===== src/rtl/change_arbiter.sv =====
// ---------------------------------------------------------------------------
// change_arbiter
//
// Produces the 2-bit `change` select for the shared control-source mux and
// arbitrates ownership of that mux between three pulse-sequence engines.
// Every hand-over is sequenced:
//
//   PARK -> GUARD -> GRANT -> DRAIN -> PARK
//
// `change` moves first and the grant follows GUARD_CYC cycles later, so the
// mux output has settled before the new owner drives it.  On release, `change`
// is held until the old owner's busy flag falls, so a running sequence is
// never cut off.  PARK always lasts at least one cycle, which means `change`
// passes through 2'b11 on every switch, including a switch back to the same
// engine.
//
// Optional feature (compile-time macro WATCHDOG_EN): a watchdog limits how
// long one owner may hold the mux.  It forces a release WDOG_CYCLES+1 edges
// after grant assertion, ignoring req and busy.  Without the macro no counter
// is built and wdog_trip is tied low.
//
// Ports:
//   clk_sys     in   1  system clock, rising edge
//   rst         in   1  synchronous active-high reset
//   req         in   3  level ownership request, bit i = engine i
//   busy        in   3  engine i still mid-sequence (delays the release)
//   change      out  2  mux select: 0/1/2 = engine, 3 = park
//   gnt         out  3  one-hot grant
//   sel_active  out  1  high whenever the arbiter is not in PARK
//   wdog_trip   out  1  one-cycle pulse on a watchdog-forced release
//
// All outputs are registered; there is no combinational path from req or
// busy to any output.
// ---------------------------------------------------------------------------
module change_arbiter #(
    parameter int GUARD_CYC   = 4,
    parameter int WDOG_CYCLES = 65535,
    parameter int WDOG_W      = 16
) (
    input  logic       clk_sys,
    input  logic       rst,
    input  logic [2:0] req,
    input  logic [2:0] busy,
    output logic [1:0] change,
    output logic [2:0] gnt,
    output logic       sel_active,
    output logic       wdog_trip
);

    // Parameter sanity checks, evaluated at elaboration.
    if (GUARD_CYC < 1) begin : g_bad_guard
        $error("change_arbiter: GUARD_CYC must be at least 1");
    end
    if (64'(WDOG_CYCLES) >= (64'd1 << WDOG_W)) begin : g_bad_wdog
        $error("change_arbiter: WDOG_CYCLES does not fit in WDOG_W bits");
    end

    localparam int GW = (GUARD_CYC > 1) ? $clog2(GUARD_CYC) : 1;

    typedef enum logic [1:0] {PARK, GUARD, GRANT, DRAIN} state_t;

    state_t         state_reg, state_next;
    logic [1:0]     change_reg, change_next;
    logic [2:0]     gnt_reg, gnt_next;
    logic           sel_active_reg, sel_active_next;
    logic [1:0]     owner_reg, owner_next;
    logic [1:0]     last_owner_reg, last_owner_next;
    logic [GW-1:0]  guard_cnt_reg, guard_cnt_next;

    // Round-robin candidates: cand[0] is the engine right after last_owner,
    // cand[2] is last_owner itself (lowest priority).
    logic [1:0] cand [3];
    logic [2:0] cand_req;
    logic [1:0] winner;

    for (genvar gi = 0; gi < 3; gi++) begin : g_rr
        logic [2:0] sum;
        assign sum          = {1'b0, last_owner_reg} + 3'(gi + 1);
        assign cand[gi]     = (sum >= 3'd3) ? 2'(sum - 3'd3) : sum[1:0];
        assign cand_req[gi] = req[cand[gi]];
    end

    always_comb begin
        winner = cand[2];
        if (cand_req[1]) winner = cand[1];
        if (cand_req[0]) winner = cand[0];
    end

`ifdef WATCHDOG_EN
    logic [WDOG_W-1:0] wdog_cnt_reg, wdog_cnt_next;
    logic              wdog_trip_reg, wdog_trip_next;
`endif

    always_comb begin
        state_next      = state_reg;
        change_next     = change_reg;
        gnt_next        = gnt_reg;
        owner_next      = owner_reg;
        last_owner_next = last_owner_reg;
        guard_cnt_next  = guard_cnt_reg;

        case (state_reg)
            PARK: begin
                if (|req) begin
                    owner_next     = winner;
                    change_next    = winner;
                    guard_cnt_next = GW'(GUARD_CYC - 1);
                    state_next     = GUARD;
                end
            end
            GUARD: begin
                // A request withdrawn during the guard still has to drain,
                // since `change` already points at that engine.
                if (!req[owner_reg]) begin
                    state_next = DRAIN;
                end else if (guard_cnt_reg == '0) begin
                    gnt_next   = 3'b001 << owner_reg;
                    state_next = GRANT;
                end else begin
                    guard_cnt_next = guard_cnt_reg - GW'(1);
                end
            end
            GRANT: begin
                if (!req[owner_reg]) begin
                    gnt_next   = 3'b000;
                    state_next = DRAIN;
                end
            end
            DRAIN: begin
                if (!busy[owner_reg]) begin
                    change_next     = 2'b11;
                    last_owner_next = owner_reg;
                    state_next      = PARK;
                end
            end
            default: state_next = PARK;
        endcase

`ifdef WATCHDOG_EN
        // Counter is zero outside GRANT/DRAIN, so it restarts from zero on
        // the edge that asserts the grant (or enters DRAIN from GUARD).
        wdog_trip_next = 1'b0;
        wdog_cnt_next  = '0;
        if (state_reg == GRANT || state_reg == DRAIN) begin
            wdog_cnt_next = wdog_cnt_reg + WDOG_W'(1);
            if (wdog_cnt_reg == WDOG_W'(WDOG_CYCLES)) begin
                gnt_next        = 3'b000;
                change_next     = 2'b11;
                last_owner_next = owner_reg;
                wdog_trip_next  = 1'b1;
                state_next      = PARK;
                wdog_cnt_next   = '0;
            end
        end
`endif

        sel_active_next = (state_next != PARK);
    end

    always_ff @(posedge clk_sys) begin
        if (rst) begin
            state_reg      <= PARK;
            change_reg     <= 2'b11;
            gnt_reg        <= 3'b000;
            sel_active_reg <= 1'b0;
            owner_reg      <= 2'd0;
            last_owner_reg <= 2'd2;
            guard_cnt_reg  <= '0;
`ifdef WATCHDOG_EN
            wdog_cnt_reg   <= '0;
            wdog_trip_reg  <= 1'b0;
`endif
        end else begin
            state_reg      <= state_next;
            change_reg     <= change_next;
            gnt_reg        <= gnt_next;
            sel_active_reg <= sel_active_next;
            owner_reg      <= owner_next;
            last_owner_reg <= last_owner_next;
            guard_cnt_reg  <= guard_cnt_next;
`ifdef WATCHDOG_EN
            wdog_cnt_reg   <= wdog_cnt_next;
            wdog_trip_reg  <= wdog_trip_next;
`endif
        end
    end

    assign change     = change_reg;
    assign gnt        = gnt_reg;
    assign sel_active = sel_active_reg;
`ifdef WATCHDOG_EN
    assign wdog_trip  = wdog_trip_reg;
`else
    assign wdog_trip  = 1'b0;
`endif

endmodule


===== config.mk =====
export PLATFORM = sky130hd
export DESIGN_NAME = change_arbiter
export DESIGN_NICKNAME = d
export VERILOG_FILES = /design/src/rtl/change_arbiter.sv
export SDC_FILE = /design/constraint.sdc
export NUM_CORES = 1
export LEC_CHECK = 0
export CORE_MARGIN = 2
export CORE_UTILIZATION = 50
export DETAILED_ROUTE_END_ITERATION = 8
export MAX_ROUTING_LAYER = met4
export PLACE_DENSITY = 0.87
export RECOVER_POWER = 50
export SYNTH_ARGS = -nofsm -noshare
export SYNTH_HDL_FRONTEND = slang
export SYNTH_SLANG_ARGS = --single-unit
export TNS_END_PERCENT = 5

===== constraint.sdc =====
create_clock -name clk_sys -period 2 [get_ports clk_sys]
set_input_delay 0.4 -clock clk_sys [delete_from_list [all_inputs] [get_ports clk_sys]]
set_output_delay 0.4 -clock clk_sys [all_outputs]
set_load 0.05 [all_outputs]

* Word-level counts from Yosys, hierarchy flattened
Cells that the tools add are included.
** Word-level totals
- Bits in registers :: 14
- Latch bits :: 0
- RAM bits :: 0
- ROM bits :: 0
- Input port bits :: 8
- Output and inout bits :: 7
- Logic and storage cells :: 73
- Memories kept :: 0
** Operators by class
- $add $sub $neg :: 7
- Multiply operators :: 0
- Divide/modulo/power cells :: 0
- $lt $le $gt $ge :: 6
- Equality and inequality tests :: 9
- Shifts and indexed selects :: 1
- Multiplexer cells :: 30
- Bitwise logic cells :: 1
- Reductions and logical operators :: 12
** Operators with widths (number)
- 2-to-1 mux 2 bit :: 15
- != test 2 bit, second input constant :: 6
- >= comparator 3 x 2 -> 1 bit, second input constant :: 3
- < comparator 2 x 3 -> 1 bit, second input constant :: 3
- 2-to-1 mux 3 bit :: 3
- binary-select mux 1 bit (select 2 bit) :: 4
- one-hot mux 2 bit (2 select lines) :: 2
- one-hot mux 2 bit (4 select lines) :: 1
- AND reduction 4 bit :: 2
- nonzero test 2 bit :: 4
- adder 2 x 2 -> 3 bit, second input constant :: 2
- one-hot mux 3 bit (2 select lines) :: 1
- subtractor 2 bit, second input constant :: 3
- == test 2 bit, second input constant :: 2
- zero test 2 bit :: 2
- 2-to-1 mux 1 bit :: 4
- AND reduction 2 bit :: 2
- adder 2 x 1 -> 3 bit, second input constant :: 1
- AND reduction 3 bit :: 1
- OR reduction 3 bit :: 1
- << shifter 1 x 2 -> 3 bit, first input constant :: 1
- == test 2 x 1 -> 1 bit, second input constant :: 1
- subtractor 2 x 1 -> 2 bit, second input constant :: 1
- NOT 1 bit :: 1

* Longest topological paths before layout
Gate-level depths: netlist of run 1.
- Word-level depth :: 9
- Mapped depth :: 6
- Depth with buffers taken out :: 6

* Worst setup path before layout of run 1
OpenSTA, ideal clock, no wires.
- Path kind :: register -> register
- Start :: register last_owner_reg[0]
- End :: register change_reg[1], in the netlist change[1]
- Setup time :: 81 ps
- Data arrival time :: 1557 ps
- Data required time :: 1919 ps
- Slack :: 362 ps
- Cell stages (with the launch flop) :: 7
- Buffers on the path :: 0
- Period minus slack after synthesis :: 1638 ps
- Cells stage by stage :: dfxtp_1 inv_1 ha_1 inv_1 a2111oi_0 o32ai_1 a22oi_1
** Between the ends
- Longest elaborated chain between the ends :: 9
- Elaborated cells on any way between the ends :: 20
- Those cells by class :: add/sub (6); order compare (3); mux (11)
** RTL lines
- start: declaration :: line 67 : logic [1:0] last_owner_reg, last_owner_next;
- start signal: assignment :: line 179 : last_owner_reg <= last_owner_next;
- adder 2 x 2 -> 3 bit :: line 78 : assign sum = {1'b0, last_owner_reg} + 3'(gi + 1);
- >= comparator 3 x 2 -> 1 bit or subtractor 2 bit (tied branches) :: line 79 : assign cand[gi] = (sum >= 3'd3) ? 2'(sum - 3'd3) : sum[1:0];
- 2-to-1 mux 2 bit :: line 79
- binary-select mux 1 bit (select 2 bit) :: line 80 : assign cand_req[gi] = req[cand[gi]];
- 2-to-1 mux 1 bit (not written as such) :: line 80
- 2-to-1 mux 2 bit :: line 85 : if (cand_req[1]) winner = cand[1];
- 2-to-1 mux 2 bit * :: line 86 : if (cand_req[0]) winner = cand[0];
- 2-to-1 mux 2 bit * :: line 104 : if (|req) begin
- one-hot mux 2 bit (2 select lines) * :: line 102 : case (state_reg)
- end signal: assignment :: line 175 : change_reg <= change_next;
- end: declaration :: line 63 : logic [1:0] change_reg, change_next;
Mark *: on every way between the ends. The rest lies on a longest branch, timed or not. The select of a mux whose other input is x is not followed.
A chain may end at the register's enable or synchronous reset.

* Final worst setup path of run 1
- Start :: register gnt_reg[0], in the netlist gnt[0]
- End :: output port gnt[0]
** RTL lines
- start: declaration :: line 64 : logic [2:0] gnt_reg, gnt_next;
- start signal: assignment :: line 176 : gnt_reg <= gnt_next;
- end: declaration :: line 45 : output logic [2:0] gnt,
No word-level cell between the ends.

==> results.toml, run 1 <==
[yosys]
synth_top_family_by_area = "compound AO/OA/AOI/OAI gates"
syn_area_per_cell_um2 = 8.25
postSynthCellCount = 98
yosys_most_used_dff = "dfxtp_1"
yosys-mux-area-fraction = 0.0495
synth_fa_ha_area_frac = 0.0619
syn_nets = 110
ys_types = 35
synth-xor-area-share = 0
synth-seq-area-share = 0.347
synthSimpleGateAreaFrac = 0.206
ys_seq_elements = 14
syn_area_um2 = 808
async_flop_share = 0
synth_compound_area_frac = 0.252
synth_edf_count = 0
ys.warnings.count = 0

[critical_path]
crit_fanout = 2
rr_worst_depth = 6
crit_chain = "clkdlybuf4s50_1"
critPathLaunch = "gnt[0]$_SDFFE_PP0P_"
critPathLaunchType = "flop"
crit_family = "buffers and inverters"
crit_slowest_cell = "clkdlybuf4s50_1"
critPathBufInv = 1
crit_type = "flop to output pin"
cp.depth = 1
slowest_delay_ns = 0.81
rrSetupSlack_ns = 0.22
worstPathRequired_ns = 1.60
r2r_end = "change[1]$_SDFFE_PP1P_"
cp.arrival_ns = 1.45
end_kind = "output pin"
r2r-start = "last_owner_reg[1]$_SDFFE_PP1P_"

[place]
placed_area_um2 = 966
routabilityCongestion = 0.918
io_buffers = 13
hpwlAfterDp_mm = 1.42
dp_slack_ns = -0.00691

[final_layout]
n_antenna_cell = 0
largest_reg_flops = 3
fin_nets = 129
layout-drive-gt1-share = 0.0690
syn_to_final_growth_pct = 23.1
fin_area_um2 = 995

[timing]
rsz0062_at_grt = "false"
timing.fmax_ghz = 0.540
fin_ws_ns = 0.149
relSlewSlack = 0.667
min_period_ns = 1.85
whs_ns = 0.482
period_share = 0.925
setup_viol = 0
hold_viol_final = 0
slew_viol_final = 0
tightest_slew_ns = 0.498
finClkSkew_ns = 0.00658

[worst_hold_path]
hold_path_end = "gnt[1]$_SDFFE_PP0P_"
hp-start = "gnt[1]$_SDFFE_PP0P_"
worst_hold_path.num_cells = 2
hold_class = "flop to flop"

[floorplanning]
dieArea_mm2 = 0.00195
start_util = 0.537
die_h_um = 44.2
die_w_um = 44.2
design.core.area_mm2 = 0.00151
ioPinCount = 15
rows = 14

[routing]
wl_per_cell_um = 14.7
vias = 789
wl_mm = 1.94
first_pass_iters = 4
post-route-drc-count = 0
routed_via_density = 5.98
detail-route-antenna-nets = 0
drt_iter0_drc = 25

[cts]
htree_num_levels = 1
cts_sinks = 14
cts_tree = "built"
clockBufferDepth = 2
clock_latency_ns = 0.30
post_cts_buffers = 0
cts_hold_buffers = 0
cts_resized = 0
root_buffer = "clkbuf_4"
clk_pin_slew_ns = 0.10
cts_buffers = 3

[power_and_ir_drop]
cellPowerDensity_mw_per_mm2 = 888
irDropWorstVdd_v = 0.000803
leakagePower_nw = 0.401

[grt]
grt_max_degree = 10
grt.overflow.total = 0
grt_use_total = 0.236
antenna_found_initial = 0
grt_pass1_wl_mm = 3.28
grt_pass1_vias = 778

[run]
maxCapViolations = 0

[outcome]
status = "finished, final reports clean"
==> cell usage after synthesis (2+ instances only) <==
library cell   n  area share
a21oi_1        4       0.025
o211ai_1       2       0.019
nand2_1        8       0.037
dfxtp_1       14        0.35
inv_1         11       0.051
nand3b_1       2       0.019
nor3_1         4       0.025
o32ai_1        3       0.033
o21ai_0        3       0.019
nand2b_1       4       0.031
a311oi_1       3       0.033
a22oi_1        3       0.028
ha_1           4       0.062
nand3_1        5       0.031
mux2i_1        4       0.050
nor2_1         5       0.023
==> layout make-up <==
cell class | count | area, um2
clock buffer | 4 | 36.3
inverter | 11 | 41.3
multi-input combinational | 70 | 464
tap | 16 | 20.0
timing repair buffer | 17 | 153
sequential | 14 | 280
fill | 132 | 512
==> where the power goes <==
part,internal [mW],switching [mW]
logic,0.119,0.186
registers,0.318,0.0413
clock network,0.111,0.108
total,0.548,0.335
==> placed cells by master (no fill, tap or decap), drive strengths merged, types with 2 or more instances in the layout <==
| cell | count |
|---|---|
| dfxtp | 14 |
| inv | 11 |
| clkdlybuf4s50 | 11 |
| nand2 | 8 |
| clkbuf | 6 |
| nor2 | 5 |
| nand3 | 5 |
| nor3 | 4 |
| mux2i | 4 |
| a21oi | 4 |
| nand2b | 4 |
| ha | 4 |
| o21ai | 4 |
| o32ai | 3 |
| a311oi | 3 |
| a22oi | 3 |
| nand3b | 2 |
| o211ai | 2 |
| dlygate4sd3 | 2 |
| buf | 2 |
==> worst max path at each step <==
stage / end / slack [ns]
floorplan: change[1]$_SDFFE_PP1P_ / 0.36
global placement: change[1]$_SDFFE_PP1P_ / 0.14
detailed placement: change[1]$_SDFFE_PP1P_ / -0.007
CTS: gnt[0] / 0.15
global route: change[1]$_SDFFE_PP1P_ / 0.001
finish: gnt[0] / 0.15
==> metrics by stage <==
step / cells / util / total power [mW] / TNS [ns]
3_5_place_dp: 128 / 0.641 / 0.671 / -0.00691
2_1_floorplan: 98 / - / 0.574 / 0
6_report: 132 / 0.660 / 0.884 / 0
5_1_grt: 132 / 0.660 / 0.929 / 0
3_3_place_gp: 128 / 0.641 / 0.658 / 0
4_1_cts: 132 / 0.665 / 0.884 / 0
==> logic make-up after synthesis <==
group / after synthesis
buffers and inverters: 14
AOI/OAI and AO/OA: 28
muxes: 4
adders and majority gates: 4
DFF: 14
other: 1
and+or+nand+nor: 33
==> routing by layer <==
metal  track usage  vias to the layer above  wire length (um)
met5             -                        -                 0
li1              -                      389                 -
met2         0.376                       27               954
met4         0.127                        0                38
met1         0.274                      369               859
met3        0.0531                        4                91
Power figures use the tool's default switching activity.
==> inputs of run 2 (changes only) <==
--- a/config.mk
+++ b/config.mk
@@ -11,6 +11,7 @@
 export MAX_ROUTING_LAYER = met4
 export PLACE_DENSITY = 0.87
 export RECOVER_POWER = 50
+export SETUP_SLACK_MARGIN = 0.4
 export SYNTH_ARGS = -nofsm -noshare
 export SYNTH_HDL_FRONTEND = slang
 export SYNTH_SLANG_ARGS = --single-unit
==> run 2 against run 1 <==
  * First-iteration DRC count is 32% higher
  * Fmax is 1.2% higher
  * Die area stayed put
  * Wire length is 3.4% lower
  * Setup slack better by 0.021 ns
  * Highest routed layer is now met3
==> results.toml, run 2 (synthesized netlist as in run 1, its figures left out) <==
[power_and_ir_drop]
leakagePower_nw = 0.392
irDropWorstVdd_v = 0.000472
power_mw = 0.813
cellPowerDensity_mw_per_mm2 = 825

[final_layout]
layout_commonest_cell = "dfxtp_1"
layout_common_cells = "dfxtp_1, inv_1, clkdlybuf4s50_1"
fin_nets = 129
layoutNonFillerInstCount = 131
layout-drive-gt1-share = 0.0696
n_antenna_cell = 0
fill_cells = 136
fin_util = 0.654
register_area_um2 = 280
multi_input_area_um2 = 477
syn_to_final_growth_pct = 22.0
fin_area_um2 = 986
largest_reg_flops = 3

[cts]
cts_sinks = 14
cts_hold_buffers = 0
cts_resized = 1
post_cts_buffers = 0
clockBufferDepth = 2
root_buffer = "clkbuf_4"
cts_tree = "built"
cts_buffers = 3
clk_pin_slew_ns = 0.08
htree_num_levels = 1
clock_latency_ns = 0.27

[grt]
grt_pass1_wl_mm = 3.17
grt_use_total = 0.226
grt_max_degree = 10
antenna_found_initial = 0
grt_pass1_vias = 772
grt.overflow.total = 0

[critical_path]
critPathBufInv = 1
crit_chain = "clkdlybuf4s50_1"
r2r_end = "change[1]$_SDFFE_PP1P_"
cp.arrival_ns = 1.43
worstPathRequired_ns = 1.60
crit_slowest_cell = "clkdlybuf4s50_1"
critPathLaunchType = "flop"
end_kind = "output pin"
cp.depth = 1
crit_fanout = 2
slowest_delay_ns = 0.81
endpoint = "gnt[2]"
rrSetupSlack_ns = 0.32
critPathLaunch = "gnt[2]$_SDFFE_PP0P_"
crit_type = "flop to output pin"
r2r-start = "last_owner_reg[0]$_SDFFE_PP0P_"
crit_family = "buffers and inverters"
rr_worst_depth = 6

[routing]
routed_via_density = 6.01
detail-route-antenna-nets = 0
post-route-drc-count = 0
drt_iter0_drc = 33
wl_mm = 1.88
wl_per_cell_um = 14.3
vias = 787
first_pass_iters = 4

[timing]
tightest_slew_ns = 0.593
timing.fmax_ghz = 0.547
fin_ws_ns = 0.170
whs_ns = 0.479
period_share = 0.915
min_period_ns = 1.83
finClkSkew_ns = 0.000739
hold_viol_final = 0
rsz0062_at_grt = "true"
relSlewSlack = 0.607
slew_viol_final = 0
setup_viol = 0
fin_tns_setup_ns = 0

[run]
maxCapViolations = 0

[place]
io_buffers = 13
routabilityCongestion = 0.950
hpwlAfterDp_mm = 1.43
placed_area_um2 = 978
dp_slack_ns = 0.0719
placed_cells = 128

[floorplanning]
die_w_um = 44.2
start_util = 0.537
dieArea_mm2 = 0.00195
design.core.area_mm2 = 0.00151
rows = 14
ioPinCount = 15
die_h_um = 44.2

[worst_hold_path]
hold_class = "flop to flop"

[outcome]
status = "finished, final reports clean"
-- run 2: layout make-up --
type,instances,area share
multi-input cells,70,0.484
flip-flops and latches,14,0.284
inverters,11,0.0419
well taps,16,0.0203
clock buffers,3,0.0228
repair buffers,17,0.147
-- run 2: power breakdown --
group          switching [mW]  internal, mW  leakage (nW)
Sequential             0.0390         0.318         0.115
Clock                  0.0867        0.0697        0.0138
Combinational           0.185         0.115         0.263
-- run 2: how the worst min path moves through the flow --
stage                                        startpoint                             to  slack, ns  cells after the start
after floorplan           guard_cnt_reg[0]$_SDFFE_PP0P_  guard_cnt_reg[0]$_SDFFE_PP0P_       0.44                      1
after global placement    guard_cnt_reg[0]$_SDFFE_PP0P_  guard_cnt_reg[0]$_SDFFE_PP0P_       0.46                      1
after detailed placement  guard_cnt_reg[0]$_SDFFE_PP0P_  guard_cnt_reg[0]$_SDFFE_PP0P_       0.46                      1
after CTS                 guard_cnt_reg[0]$_SDFFE_PP0P_  guard_cnt_reg[0]$_SDFFE_PP0P_       0.48                      1
after global routing      guard_cnt_reg[0]$_SDFFE_PP0P_  guard_cnt_reg[0]$_SDFFE_PP0P_       0.49                      1
final                     guard_cnt_reg[0]$_SDFFE_PP0P_  guard_cnt_reg[0]$_SDFFE_PP0P_       0.48                      1
-- run 2: metal layers --
layer,track usage,vias up,share of wire,wire length (um)
met1,0.251,373,0.43,806
li1,-,392,-,-
met3,0.0408,0,0.031,59
met4,0.0970,0,0,0
met2,0.394,22,0.54,1010
met5,-,-,0,0
